### src/rtl/rv32i_types.sv
// Shared RV32I pipeline types: hazard FSM states, forward-select encoding,
// and the producer-match helper used by the hazard logic.
package rv32i_types;

  typedef enum logic {
    RUN   = 1'b0,
    FLUSH = 1'b1
  } hz_state_t;

  typedef enum logic [1:0] {
    fwd_rf  = 2'd0,
    fwd_mem = 2'd1,
    fwd_wb  = 2'd2
  } fwd_sel_t;

  // A stage produces a register only if valid, writing, and not targeting x0.
  function automatic logic prod_hit(input logic       valid,
                                    input logic       we,
                                    input logic [4:0] rd,
                                    input logic [4:0] src);
    return valid & we & (rd != 5'd0) & (rd == src);
  endfunction

endpackage

### src/rtl/hazard_ctrl_if.sv
// Pipeline-to-hazard-controller bundle: stage status in, stage controls out.
// master = pipeline side, slave = hazard_ctrl.
interface hazard_ctrl_if;
   import rv32i_types::*;

   logic       id_valid;
   logic [4:0] id_rs1_s, id_rs2_s;
   logic       id_uses_rs1, id_uses_rs2;
   logic       ex_valid, ex_regf_we, ex_is_load;
   logic [4:0] ex_rd_s, ex_rs1_s, ex_rs2_s;
   logic       mem_valid, mem_regf_we;
   logic [4:0] mem_rd_s;
   logic       wb_valid, wb_regf_we;
   logic [4:0] wb_rd_s;
   logic       br_taken;
   logic       imem_req, imem_resp, dmem_req, dmem_resp;

   logic       freeze_stall, stall_signal, bubble_ex;
   logic       flushing_inst, flush_if, drop_imem_resp;
   fwd_sel_t   fwd_a_sel, fwd_b_sel;

   modport master (
      output id_valid, id_rs1_s, id_rs2_s, id_uses_rs1, id_uses_rs2,
             ex_valid, ex_regf_we, ex_is_load, ex_rd_s, ex_rs1_s, ex_rs2_s,
             mem_valid, mem_regf_we, mem_rd_s, wb_valid, wb_regf_we, wb_rd_s,
             br_taken, imem_req, imem_resp, dmem_req, dmem_resp,
      input  freeze_stall, stall_signal, bubble_ex, flushing_inst, flush_if,
             drop_imem_resp, fwd_a_sel, fwd_b_sel
   );

   modport slave (
      input  id_valid, id_rs1_s, id_rs2_s, id_uses_rs1, id_uses_rs2,
             ex_valid, ex_regf_we, ex_is_load, ex_rd_s, ex_rs1_s, ex_rs2_s,
             mem_valid, mem_regf_we, mem_rd_s, wb_valid, wb_regf_we, wb_rd_s,
             br_taken, imem_req, imem_resp, dmem_req, dmem_resp,
      output freeze_stall, stall_signal, bubble_ex, flushing_inst, flush_if,
             drop_imem_resp, fwd_a_sel, fwd_b_sel
   );

endinterface

### src/rtl/hazard_fwd_unit.sv
// Combinational load-use detection and EX operand forward selection
// (MEM result preferred over WB value). Used only in the forwarding build.
module hazard_fwd_unit
   import rv32i_types::*;
(
   input  logic       id_valid,
   input  logic [4:0] id_rs1_s,
   input  logic [4:0] id_rs2_s,
   input  logic       id_uses_rs1,
   input  logic       id_uses_rs2,
   input  logic       ex_valid,
   input  logic       ex_regf_we,
   input  logic       ex_is_load,
   input  logic [4:0] ex_rd_s,
   input  logic [4:0] ex_rs1_s,
   input  logic [4:0] ex_rs2_s,
   input  logic       mem_valid,
   input  logic       mem_regf_we,
   input  logic [4:0] mem_rd_s,
   input  logic       wb_valid,
   input  logic       wb_regf_we,
   input  logic [4:0] wb_rd_s,
   output logic       load_use,
   output fwd_sel_t   fwd_a_sel,
   output fwd_sel_t   fwd_b_sel
);

   function automatic fwd_sel_t pick(input logic [4:0] src);
      if (prod_hit(mem_valid, mem_regf_we, mem_rd_s, src)) return fwd_mem;
      if (prod_hit(wb_valid, wb_regf_we, wb_rd_s, src))    return fwd_wb;
      return fwd_rf;
   endfunction

   assign load_use = id_valid & ex_is_load &
                     ((id_uses_rs1 & prod_hit(ex_valid, ex_regf_we, ex_rd_s, id_rs1_s)) |
                      (id_uses_rs2 & prod_hit(ex_valid, ex_regf_we, ex_rd_s, id_rs2_s)));

   assign fwd_a_sel = pick(ex_rs1_s);
   assign fwd_b_sel = pick(ex_rs2_s);

endmodule

### src/rtl/hazard_ctrl.sv
// Pipeline hazard/sequencing controller: memory-wait freeze, redirect flush,
// wrong-path fetch drop and RAW stalls. Define HAZARD_FWD_EN for forwarding.
module hazard_ctrl
   import rv32i_types::*;
#(
   parameter int FLUSH_CYCLES = 2
) (
   input logic         clk,
   input logic         rst,
   hazard_ctrl_if.slave hz
);

   localparam logic [2:0] FLUSH_LOAD = 3'(FLUSH_CYCLES - 1);

   hz_state_t  state_q, state_d;
   logic       imem_pend_q, dmem_pend_q, wrong_path_q, wrong_path_d;
   logic [2:0] flush_cnt_q, flush_cnt_d;

   logic       raw_hazard, frozen;
   fwd_sel_t   fwd_a_c, fwd_b_c;

`ifdef HAZARD_FWD_EN
   hazard_fwd_unit u_fwd (
      .id_valid    (hz.id_valid),    .id_rs1_s    (hz.id_rs1_s),
      .id_rs2_s    (hz.id_rs2_s),    .id_uses_rs1 (hz.id_uses_rs1),
      .id_uses_rs2 (hz.id_uses_rs2), .ex_valid    (hz.ex_valid),
      .ex_regf_we  (hz.ex_regf_we),  .ex_is_load  (hz.ex_is_load),
      .ex_rd_s     (hz.ex_rd_s),     .ex_rs1_s    (hz.ex_rs1_s),
      .ex_rs2_s    (hz.ex_rs2_s),    .mem_valid   (hz.mem_valid),
      .mem_regf_we (hz.mem_regf_we), .mem_rd_s    (hz.mem_rd_s),
      .wb_valid    (hz.wb_valid),    .wb_regf_we  (hz.wb_regf_we),
      .wb_rd_s     (hz.wb_rd_s),     .load_use    (raw_hazard),
      .fwd_a_sel   (fwd_a_c),        .fwd_b_sel   (fwd_b_c)
   );
`else
   // Without write-through, the consumer waits until the producer leaves WB.
   function automatic logic any_prod(input logic [4:0] src);
      return prod_hit(hz.ex_valid,  hz.ex_regf_we,  hz.ex_rd_s,  src) |
             prod_hit(hz.mem_valid, hz.mem_regf_we, hz.mem_rd_s, src) |
             prod_hit(hz.wb_valid,  hz.wb_regf_we,  hz.wb_rd_s,  src);
   endfunction

   assign raw_hazard = hz.id_valid &
                       ((hz.id_uses_rs1 & any_prod(hz.id_rs1_s)) |
                        (hz.id_uses_rs2 & any_prod(hz.id_rs2_s)));
   assign fwd_a_c = fwd_rf;
   assign fwd_b_c = fwd_rf;

   logic unused_fwd_inputs;
   assign unused_fwd_inputs = ^{hz.ex_rs1_s, hz.ex_rs2_s, hz.ex_is_load};
`endif

   assign frozen = (imem_pend_q & ~hz.imem_resp) | (dmem_pend_q & ~hz.dmem_resp);

   logic stall_c, flushing_c, flush_if_c, drop_c;
   fwd_sel_t fwd_a_o, fwd_b_o;

   always_comb begin
      // NOTE: every signal gets a default first so no path leaves one unassigned (no latch).
      state_d      = state_q;
      flush_cnt_d  = flush_cnt_q;
      wrong_path_d = wrong_path_q;
      stall_c      = 1'b0;
      flushing_c   = 1'b0;
      flush_if_c   = 1'b0;
      fwd_a_o      = fwd_rf;
      fwd_b_o      = fwd_rf;
      drop_c       = wrong_path_q & hz.imem_resp;

      if (drop_c) wrong_path_d = 1'b0;
      // A redirect seen while its fetch is still outstanding marks that fetch wrong-path.
      if (state_q == RUN && hz.br_taken && imem_pend_q && !hz.imem_resp)
         wrong_path_d = 1'b1;

      if (!frozen) begin
         fwd_a_o = fwd_a_c;
         fwd_b_o = fwd_b_c;
         unique case (state_q)
            RUN: begin
               if (hz.br_taken) begin
                  flushing_c = 1'b1;
                  flush_if_c = 1'b1;
                  if (FLUSH_CYCLES > 1) begin
                     state_d     = FLUSH;
                     flush_cnt_d = FLUSH_LOAD;
                  end
               end else if (raw_hazard) begin
                  stall_c = 1'b1;
               end
            end
            FLUSH: begin
               flush_if_c = 1'b1;
               if (hz.br_taken) begin
                  flushing_c  = 1'b1;
                  flush_cnt_d = FLUSH_LOAD;
               end else begin
                  flush_cnt_d = flush_cnt_q - 3'd1;
                  if (flush_cnt_q == 3'd1) state_d = RUN;
               end
            end
            default: state_d = RUN;
         endcase
      end
   end

   // NOTE: sequential state uses non-blocking assignments so all registers update together.
   always_ff @(posedge clk) begin
      if (rst) begin
         state_q      <= RUN;
         imem_pend_q  <= 1'b0;
         dmem_pend_q  <= 1'b0;
         wrong_path_q <= 1'b0;
         flush_cnt_q  <= 3'd0;
      end else begin
         state_q      <= state_d;
         imem_pend_q  <= hz.imem_req | (imem_pend_q & ~hz.imem_resp);
         dmem_pend_q  <= hz.dmem_req | (dmem_pend_q & ~hz.dmem_resp);
         wrong_path_q <= wrong_path_d;
         flush_cnt_q  <= flush_cnt_d;
      end
   end

   assign hz.freeze_stall   = ~rst & frozen;
   assign hz.stall_signal   = ~rst & stall_c;
   assign hz.bubble_ex      = ~rst & stall_c;
   assign hz.flushing_inst  = ~rst & flushing_c;
   assign hz.flush_if       = ~rst & flush_if_c;
   assign hz.drop_imem_resp = ~rst & drop_c;
   assign hz.fwd_a_sel      = rst ? fwd_rf : fwd_a_o;
   assign hz.fwd_b_sel      = rst ? fwd_rf : fwd_b_o;

endmodule

### src/flat_wrapper.sv
// flat-port wrapper written by rule: the top's interface ports become plain ports
module hazard_ctrl_flat import rv32i_types::*;
#(
   parameter int FLUSH_CYCLES = 2
)
  (clk, rst, hz_id_valid, hz_id_rs1_s, hz_id_rs2_s, hz_id_uses_rs1, hz_id_uses_rs2, hz_ex_valid, hz_ex_regf_we, hz_ex_is_load, hz_ex_rd_s, hz_ex_rs1_s, hz_ex_rs2_s, hz_mem_valid, hz_mem_regf_we, hz_mem_rd_s, hz_wb_valid, hz_wb_regf_we, hz_wb_rd_s, hz_br_taken, hz_imem_req, hz_imem_resp, hz_dmem_req, hz_dmem_resp, hz_freeze_stall, hz_stall_signal, hz_bubble_ex, hz_flushing_inst, hz_flush_if, hz_drop_imem_resp, hz_fwd_a_sel, hz_fwd_b_sel);
  hazard_ctrl_if hz_i ();
  input logic clk;
  input logic rst;
  input wire logic [$bits(hz_i.id_valid)-1:0] hz_id_valid;
  input wire logic [$bits(hz_i.id_rs1_s)-1:0] hz_id_rs1_s;
  input wire logic [$bits(hz_i.id_rs2_s)-1:0] hz_id_rs2_s;
  input wire logic [$bits(hz_i.id_uses_rs1)-1:0] hz_id_uses_rs1;
  input wire logic [$bits(hz_i.id_uses_rs2)-1:0] hz_id_uses_rs2;
  input wire logic [$bits(hz_i.ex_valid)-1:0] hz_ex_valid;
  input wire logic [$bits(hz_i.ex_regf_we)-1:0] hz_ex_regf_we;
  input wire logic [$bits(hz_i.ex_is_load)-1:0] hz_ex_is_load;
  input wire logic [$bits(hz_i.ex_rd_s)-1:0] hz_ex_rd_s;
  input wire logic [$bits(hz_i.ex_rs1_s)-1:0] hz_ex_rs1_s;
  input wire logic [$bits(hz_i.ex_rs2_s)-1:0] hz_ex_rs2_s;
  input wire logic [$bits(hz_i.mem_valid)-1:0] hz_mem_valid;
  input wire logic [$bits(hz_i.mem_regf_we)-1:0] hz_mem_regf_we;
  input wire logic [$bits(hz_i.mem_rd_s)-1:0] hz_mem_rd_s;
  input wire logic [$bits(hz_i.wb_valid)-1:0] hz_wb_valid;
  input wire logic [$bits(hz_i.wb_regf_we)-1:0] hz_wb_regf_we;
  input wire logic [$bits(hz_i.wb_rd_s)-1:0] hz_wb_rd_s;
  input wire logic [$bits(hz_i.br_taken)-1:0] hz_br_taken;
  input wire logic [$bits(hz_i.imem_req)-1:0] hz_imem_req;
  input wire logic [$bits(hz_i.imem_resp)-1:0] hz_imem_resp;
  input wire logic [$bits(hz_i.dmem_req)-1:0] hz_dmem_req;
  input wire logic [$bits(hz_i.dmem_resp)-1:0] hz_dmem_resp;
  output wire logic [$bits(hz_i.freeze_stall)-1:0] hz_freeze_stall;
  output wire logic [$bits(hz_i.stall_signal)-1:0] hz_stall_signal;
  output wire logic [$bits(hz_i.bubble_ex)-1:0] hz_bubble_ex;
  output wire logic [$bits(hz_i.flushing_inst)-1:0] hz_flushing_inst;
  output wire logic [$bits(hz_i.flush_if)-1:0] hz_flush_if;
  output wire logic [$bits(hz_i.drop_imem_resp)-1:0] hz_drop_imem_resp;
  output wire logic [$bits(hz_i.fwd_a_sel)-1:0] hz_fwd_a_sel;
  output wire logic [$bits(hz_i.fwd_b_sel)-1:0] hz_fwd_b_sel;
  assign hz_i.id_valid = hz_id_valid;
  assign hz_i.id_rs1_s = hz_id_rs1_s;
  assign hz_i.id_rs2_s = hz_id_rs2_s;
  assign hz_i.id_uses_rs1 = hz_id_uses_rs1;
  assign hz_i.id_uses_rs2 = hz_id_uses_rs2;
  assign hz_i.ex_valid = hz_ex_valid;
  assign hz_i.ex_regf_we = hz_ex_regf_we;
  assign hz_i.ex_is_load = hz_ex_is_load;
  assign hz_i.ex_rd_s = hz_ex_rd_s;
  assign hz_i.ex_rs1_s = hz_ex_rs1_s;
  assign hz_i.ex_rs2_s = hz_ex_rs2_s;
  assign hz_i.mem_valid = hz_mem_valid;
  assign hz_i.mem_regf_we = hz_mem_regf_we;
  assign hz_i.mem_rd_s = hz_mem_rd_s;
  assign hz_i.wb_valid = hz_wb_valid;
  assign hz_i.wb_regf_we = hz_wb_regf_we;
  assign hz_i.wb_rd_s = hz_wb_rd_s;
  assign hz_i.br_taken = hz_br_taken;
  assign hz_i.imem_req = hz_imem_req;
  assign hz_i.imem_resp = hz_imem_resp;
  assign hz_i.dmem_req = hz_dmem_req;
  assign hz_i.dmem_resp = hz_dmem_resp;
  assign hz_freeze_stall = hz_i.freeze_stall;
  assign hz_stall_signal = hz_i.stall_signal;
  assign hz_bubble_ex = hz_i.bubble_ex;
  assign hz_flushing_inst = hz_i.flushing_inst;
  assign hz_flush_if = hz_i.flush_if;
  assign hz_drop_imem_resp = hz_i.drop_imem_resp;
  assign hz_fwd_a_sel = hz_i.fwd_a_sel;
  assign hz_fwd_b_sel = hz_i.fwd_b_sel;
  hazard_ctrl #(.FLUSH_CYCLES(FLUSH_CYCLES)) u_core (.clk(clk), .rst(rst), .hz(hz_i));
endmodule
### config.mk
export PLATFORM = sky130hd
export DESIGN_NAME = hazard_ctrl_flat
export DESIGN_NICKNAME = d
export VERILOG_FILES = /design/src/rtl/rv32i_types.sv /design/src/rtl/hazard_ctrl_if.sv /design/src/rtl/hazard_fwd_unit.sv /design/src/rtl/hazard_ctrl.sv /design/src/flat_wrapper.sv
export SDC_FILE = /design/constraint.sdc
export NUM_CORES = 1
export LEC_CHECK = 0
export ABC_CLOCK_PERIOD_IN_PS = 1920
export CAP_MARGIN = 30
export CORE_MARGIN = 8
export CORE_UTILIZATION = 33
export CTS_CLUSTER_SIZE = 12
export DETAILED_ROUTE_END_ITERATION = 16
export GPL_ROUTABILITY_DRIVEN = 0
export HOLD_SLACK_MARGIN = 0.1
export PLACE_DENSITY = 0.81
export SLEW_MARGIN = 20
export SYNTH_ARGS = -nofsm -noshare
export SYNTH_HDL_FRONTEND = slang
export SYNTH_SLANG_ARGS = --single-unit
### constraint.sdc
create_clock -name clk -period 1.92 [get_ports clk]
set_input_delay 0.192 -clock clk [delete_from_list [all_inputs] [get_ports clk]]
set_output_delay 0.192 -clock clk [all_outputs]
set_load 0.02 [all_outputs]
=== Yosys cells after proc, flatten, opt, wreduce, memory -nomap -nowiden ===
Cells that the tools add are included.
Widths: inputs -> output; s select.

* Bits of input ports: 52
* Word-level logic and storage cells: 75
* Register bits: 7
* Output and inout port bits: 10

* Reduce and logical (&&, ||, !) cells: 9
* Muxes and demuxes: 16
* Equal/unequal tests: 8
* Bitwise logic cells: 36
* Add/sub/neg operators: 1

{| class="wikitable"
|+ Operators by type and width
! operator !! count
|-
| $eq 5x5->1 || 6
|-
| $and 1x1->1 || 23
|-
| $reduce_bool 5->1 || 3
|-
| $mux 1 || 11
|-
| $or 1x1->1 || 8
|-
| $mux 3 || 2
|-
| $pmux 3 s2 || 1
|-
| $not 1->1 || 5
|-
| $pmux 1 s2 || 2
|-
| $eq 3x1->1 const B || 1
|-
| $logic_and 1x1->1 || 3
|-
| $sub 3x1->3 const B || 1
|-
| $ne 2x2->1 const B || 1
|-
| $reduce_and 2->1 || 1
|-
| $reduce_bool 2->1 || 1
|-
| $logic_not 1->1 || 1
|}

=== Longest topological paths before layout ===
* Depth after elaboration: 13
* Depth in mapped cells: 7
* Gate-level depth less buffers: 5

=== Worst setup path before layout ===
No wires, ideal clock.

* Path type: input -> output
* Start point: input hz_mem_rd_s[0]
* End point: output hz_stall_signal
* Data required time: 1.728 ns
* Buffers on the path: 1
* Slack: 0.115 ns
* Arrival time: 1.613 ns
* Stages: 6
* Cell sequence: or4_1 > o211ai_2 > nor4_1 > o311ai_1 > nand2_1 > buf_4

* Cells in the longest elaborated chain, start to end: 13
* Elaborated cells between the ends (all ways): 19
* Those cells by class: eq/ne (2); mux (4); bitwise (12); reduce/logical (1)

{| class="wikitable"
|+ RTL lines
! item !! RTL line !! RTL
|-
| start, declared || flat_wrapper.sv:23 || <nowiki>input wire logic [$bits(hz_i.mem_rd_s)-1:0] hz_mem_rd_s;</nowiki>
|-
| $reduce_bool 5->1 || rv32i_types.sv:21 || <nowiki>return valid & we & (rd != 5'd0) & (rd == src);</nowiki>
|-
| $and 1x1->1 (2 in series) || rv32i_types.sv:21 ||
|-
| $or 1x1->1 || hazard_ctrl.sv:38 || <nowiki>return prod_hit(hz.ex_valid, hz.ex_regf_we, hz.ex_rd_s, src) |</nowiki>
|-
| $or 1x1->1 || hazard_ctrl.sv:39 || <nowiki>prod_hit(hz.mem_valid, hz.mem_regf_we, hz.mem_rd_s, src) |</nowiki>
|-
| $and 1x1->1 (on tied branches) || hazard_ctrl.sv:44, hazard_ctrl.sv:45 ||
|-
| $or 1x1->1 (*) || hazard_ctrl.sv:44 || <nowiki>((hz.id_uses_rs1 & any_prod(hz.id_rs1_s)) |</nowiki>
|-
| $and 1x1->1 (*) || hazard_ctrl.sv:43 || <nowiki>assign raw_hazard = hz.id_valid &</nowiki>
|-
| $mux 1 (*) || hazard_ctrl.sv:87 || <nowiki>end else if (raw_hazard) begin</nowiki>
|-
| $mux 1 (*) || hazard_ctrl.sv:80 || <nowiki>if (hz.br_taken) begin</nowiki>
|-
| $mux 1 (*) || hazard_ctrl.sv:78 || <nowiki>unique case (state_q)</nowiki>
|-
| $mux 1 (*) || hazard_ctrl.sv:75 || <nowiki>if (!frozen) begin</nowiki>
|-
| $and 1x1->1 (*) || - ||
|-
| end, declared || flat_wrapper.sv:33 || <nowiki>output wire logic [$bits(hz_i.stall_signal)-1:0] hz_stall_signal;</nowiki>
|}

Every way passes the cells marked *; elsewhere a longest branch is shown, timed or not.

=== Worst setup path after layout ===
* Start point: input hz_mem_rd_s[0]
* End point: output hz_bubble_ex

* Cells in the longest elaborated chain, start to end: 13
* Elaborated cells between the ends (all ways): 19
* Those cells by class: eq/ne (2); mux (4); bitwise (12); reduce/logical (1)

{| class="wikitable"
|+ RTL lines
! item !! RTL line !! RTL
|-
| $reduce_bool 5->1 || rv32i_types.sv:21 ||
|-
| $and 1x1->1 (2 in series) || rv32i_types.sv:21 ||
|-
| $or 1x1->1 || hazard_ctrl.sv:38 ||
|-
| $or 1x1->1 || hazard_ctrl.sv:39 ||
|-
| $and 1x1->1 (on tied branches) || hazard_ctrl.sv:44, hazard_ctrl.sv:45 ||
|-
| $or 1x1->1 (*) || hazard_ctrl.sv:44 ||
|-
| $and 1x1->1 (*) || hazard_ctrl.sv:43 ||
|-
| $mux 1 (*) || hazard_ctrl.sv:87 ||
|-
| $mux 1 (*) || hazard_ctrl.sv:80 ||
|-
| $mux 1 (*) || hazard_ctrl.sv:78 ||
|-
| $mux 1 (*) || hazard_ctrl.sv:75 ||
|-
| $and 1x1->1 (*) || hazard_ctrl.sv:125 || <nowiki>assign hz.bubble_ex = ~rst & stall_c;</nowiki>
|-
| end, declared || flat_wrapper.sv:34 || <nowiki>output wire logic [$bits(hz_i.bubble_ex)-1:0] hz_bubble_ex;</nowiki>
|}

Marked as above.

==> flow_summary_export.csv <==
group,metric,value,unit
run_status,status,"finished with violations",
run_status,violations,"setup timing",
die,start_util,0.336,
route,ant_nets,0,
die,die_area,4270,sq um
power,switching_share,0.338,
die,fp-row-count,18,
sta,setup_viol,2,
power,intPower,0.399,mW
die,die_x,65.3,um
layout,drive_gt1_frac,0.339,
route,wirelength,3280,um
power,ir_worst_vdd,0.207,mV
global_route,antenna_found_initial,0,
layout,n_fill_cell,186,
sta,min_period,1.95,ns
route,drtPass1Iterations,6,
layout,final_common_cell,"buf_4",
worst_hold_path,min_path_type,"reg -> reg",
synthesis,ys_warn_count,0,
global_route,top_usage_layer,"met2",
critical_path,cp_data_required_time,1.73,ns
sta,fin_skew,0.000150,ns
route,vias,1029,
power,clock_power_share,0.222,
sta,finalCritPeriodShare,1.01,
cts,clk_latency,0.25,ns
cts,clockBufferDepth,2,
layout,mostFrequentLayoutCells,"buf_4, clkdlybuf4s50_1, xnor2_1",
cts,cts_post_setup_buffers_inserted,0,
sta,hold_viol,0,
global_route,grt_util_met2,0.235,
critical_path,crit_path_end_kind,"output pin",
synthesis,netlist_area,803,sq um
cts,clkSlewWorstSetupHoldPaths,0.05,ns
cts,cts_buffers,3,
critical_path,crit_start,"hz_mem_rd_s[0]",
layout,design.final.nets,232,
layout,syn_to_final_growth,98.0,%
die,core_area,2390,sq um
place,io_buffers,46,
global_route,overflow,0,
power,leakagePower,0.675,nW
die,boundaryPins,62,
synthesis,synth-seq-cells,7,
critical_path,start_kind,"input port",
route,drcViolationCount,0,
cts,cts_tree,"yes",
route,first_iter_violations,36,
sta,rsz0062_at_grt,"true",
synthesis,syn_inst,104,
sta,fmaxAchievable,0.514,GHz
synthesis,syn_area_per_cell,7.72,sq um
synthesis,ys_types,29,
synthesis,synth_seq_area_share,0.174,
critical_path,cp.arrival,1.75,ns
power,combPwrFrac,0.514,
layout,antennaDiodeCount,0,
worst_hold_path,min_from,"u_core.flush_cnt_q[2]",
cts,cts.htree.levels,1,
global_route,grt_util_met1,0.159,
route,wl_per_cell,15.8,um
cts,cts_hold_buffers,0,
critical_path,critPathKind,"in -> out",
global_route,grt_pass1_wl,4890,um
global_route,met3_usage,0.0544,
power,power.switching,0.204,mW
critical_path,reg2reg_from,"u_core.imem_pend_q",
power,p_total,0.603,mW
sta,finalMaxSlewViolations,0,
power,pwr-share-seq,0.263,
sta,layout_setup_ws,-0.0266,ns
route,viasPerCell,4.97,
cts,cts.sinks,7,
die,fp.dieH,65.3,um
global_route,grt_start_max_net_pins,12,
cts,clk_root_buffer_cell,"clkbuf_4",
critical_path,path_max_fanout,2,
global_route,grt_pass1_vias,1108,
place,dp_hpwl,2580,um
job,drv_cap,0,
power,powerDensity,379,nW/um^2
layout,utilization,0.666,
global_route,track_usage,0.142,
-- cell type report --
cell class,count,area [sq um],share of cell area
multi-input cells,89,743,0.467
inverters,4,15.0,0.00944
flip-flops and latches,7,140,0.0881
repair buffers,73,628,0.395
well taps,30,37.5,0.0236
clock buffers,4,26.3,0.0165
-- worst max-delay path, cell delays in order --
cell and delay (ns):
buf_6 0.09, or4_4 0.53, o211ai_4 0.22, nor4_2 0.08
o311ai_1 0.31, nand2_1 0.16, buf_6 0.17
-- sequential cells by signal (all words and copies together) (netlist names) --
name,cells
u_core.flush_cnt_q,3
u_core.dmem_pend_q,1
u_core.imem_pend_q,1
u_core.state_q,1
u_core.wrong_path_q,1
-- timing repair --
item / CTS / global route
pin swaps: 13 / 16
endpoints found under the setup margin: 4 / 3
resized for setup: 60 / 26
cloned: 0 / 0
-- logic make-up (layout without fill, tap and decap cells) --
family | count (synthesis) | in the layout | synth area share
AO/OA/AOI/OAI | 12 | 12 | 0.115
XOR/XNOR | 30 | 30 | 0.327
adder cells (fa/ha/maj) | 2 | 2 | 0.0311
buffers and inverters | 11 | 81 | 0.0748
flip-flops | 7 | 7 | 0.174
other | 1 | 4 | 0.00467
AND/OR/NAND/NOR | 41 | 41 | 0.273
-- cell usage after synthesis --
cell type   n  area share
a211oi_1    1      0.0093
a21oi_1     2       0.012
a22oi_1     1      0.0093
a31oi_1     1      0.0078
a32oi_1     1       0.011
and2_0      1      0.0078
buf_4       5       0.047
clkbuf_1    2      0.0093
conb_1      1      0.0047
dfxtp_1     7        0.17
ha_1        2       0.031
inv_1       4       0.019
nand2_1     3       0.014
nand3_1     4       0.025
nand3b_1    1      0.0093
nand4_1     2       0.016
nand4b_1    1       0.011
nor2_1     12       0.056
nor2b_1     2       0.016
nor3_1      3       0.019
nor3b_1     1      0.0093
nor4_1      7       0.055
o211ai_2    2       0.031
o21ai_0     2       0.012
o311ai_1    2       0.022
or2_2       1      0.0078
or4_1       3       0.028
xnor2_1    18        0.20
xor2_1     12        0.13
-- per-layer routing --
layer	vias to the layer above	routed length, um
met5	-	0
li1	498	-
met1	467	1420
met4	0	66
met2	55	1520
met3	9	271
-- worst paths after layout --
| check | endpoint | slack [ns] | depth (start not counted) |
|---|---|---|---|
| setup / recovery | hz_bubble_ex | -0.03 | 7 |
| hold / removal | u_core.flush_cnt_q[2] | 0.49 | 2 |
| setup reg to reg | u_core.flush_cnt_q[2] | 0.63 | 6 |
| hold reg to reg | u_core.flush_cnt_q[2] | 0.49 | 2 |
-- stage by stage --
stage               cells  hold WS (ns)  worst slack [ns]  setup TNS [ns]  instance area [sq um]
floorplan             107         0.271             0.115               0                    815
global placement      203         0.469            -0.595           -1.69                   1470
detailed placement    203         0.476            -0.657           -1.94                   1470
CTS                   207         0.488           -0.0238         -0.0238                   1550
global route          207         0.538           -0.0917          -0.193                   1590
finish                207         0.490           -0.0266         -0.0523                   1590
-- power groups by stage --
stage | Combinational (mW) | Sequential, mW | Clock [mW]
floorplan | 0.115 | 0.162 | 0
global placement | 0.281 | 0.161 | 0
detailed placement | 0.291 | 0.162 | 0
CTS | 0.294 | 0.159 | 0.138
global route | 0.332 | 0.159 | 0.145
finish | 0.310 | 0.159 | 0.134
Note: power is estimated with default switching activity, not from simulation.
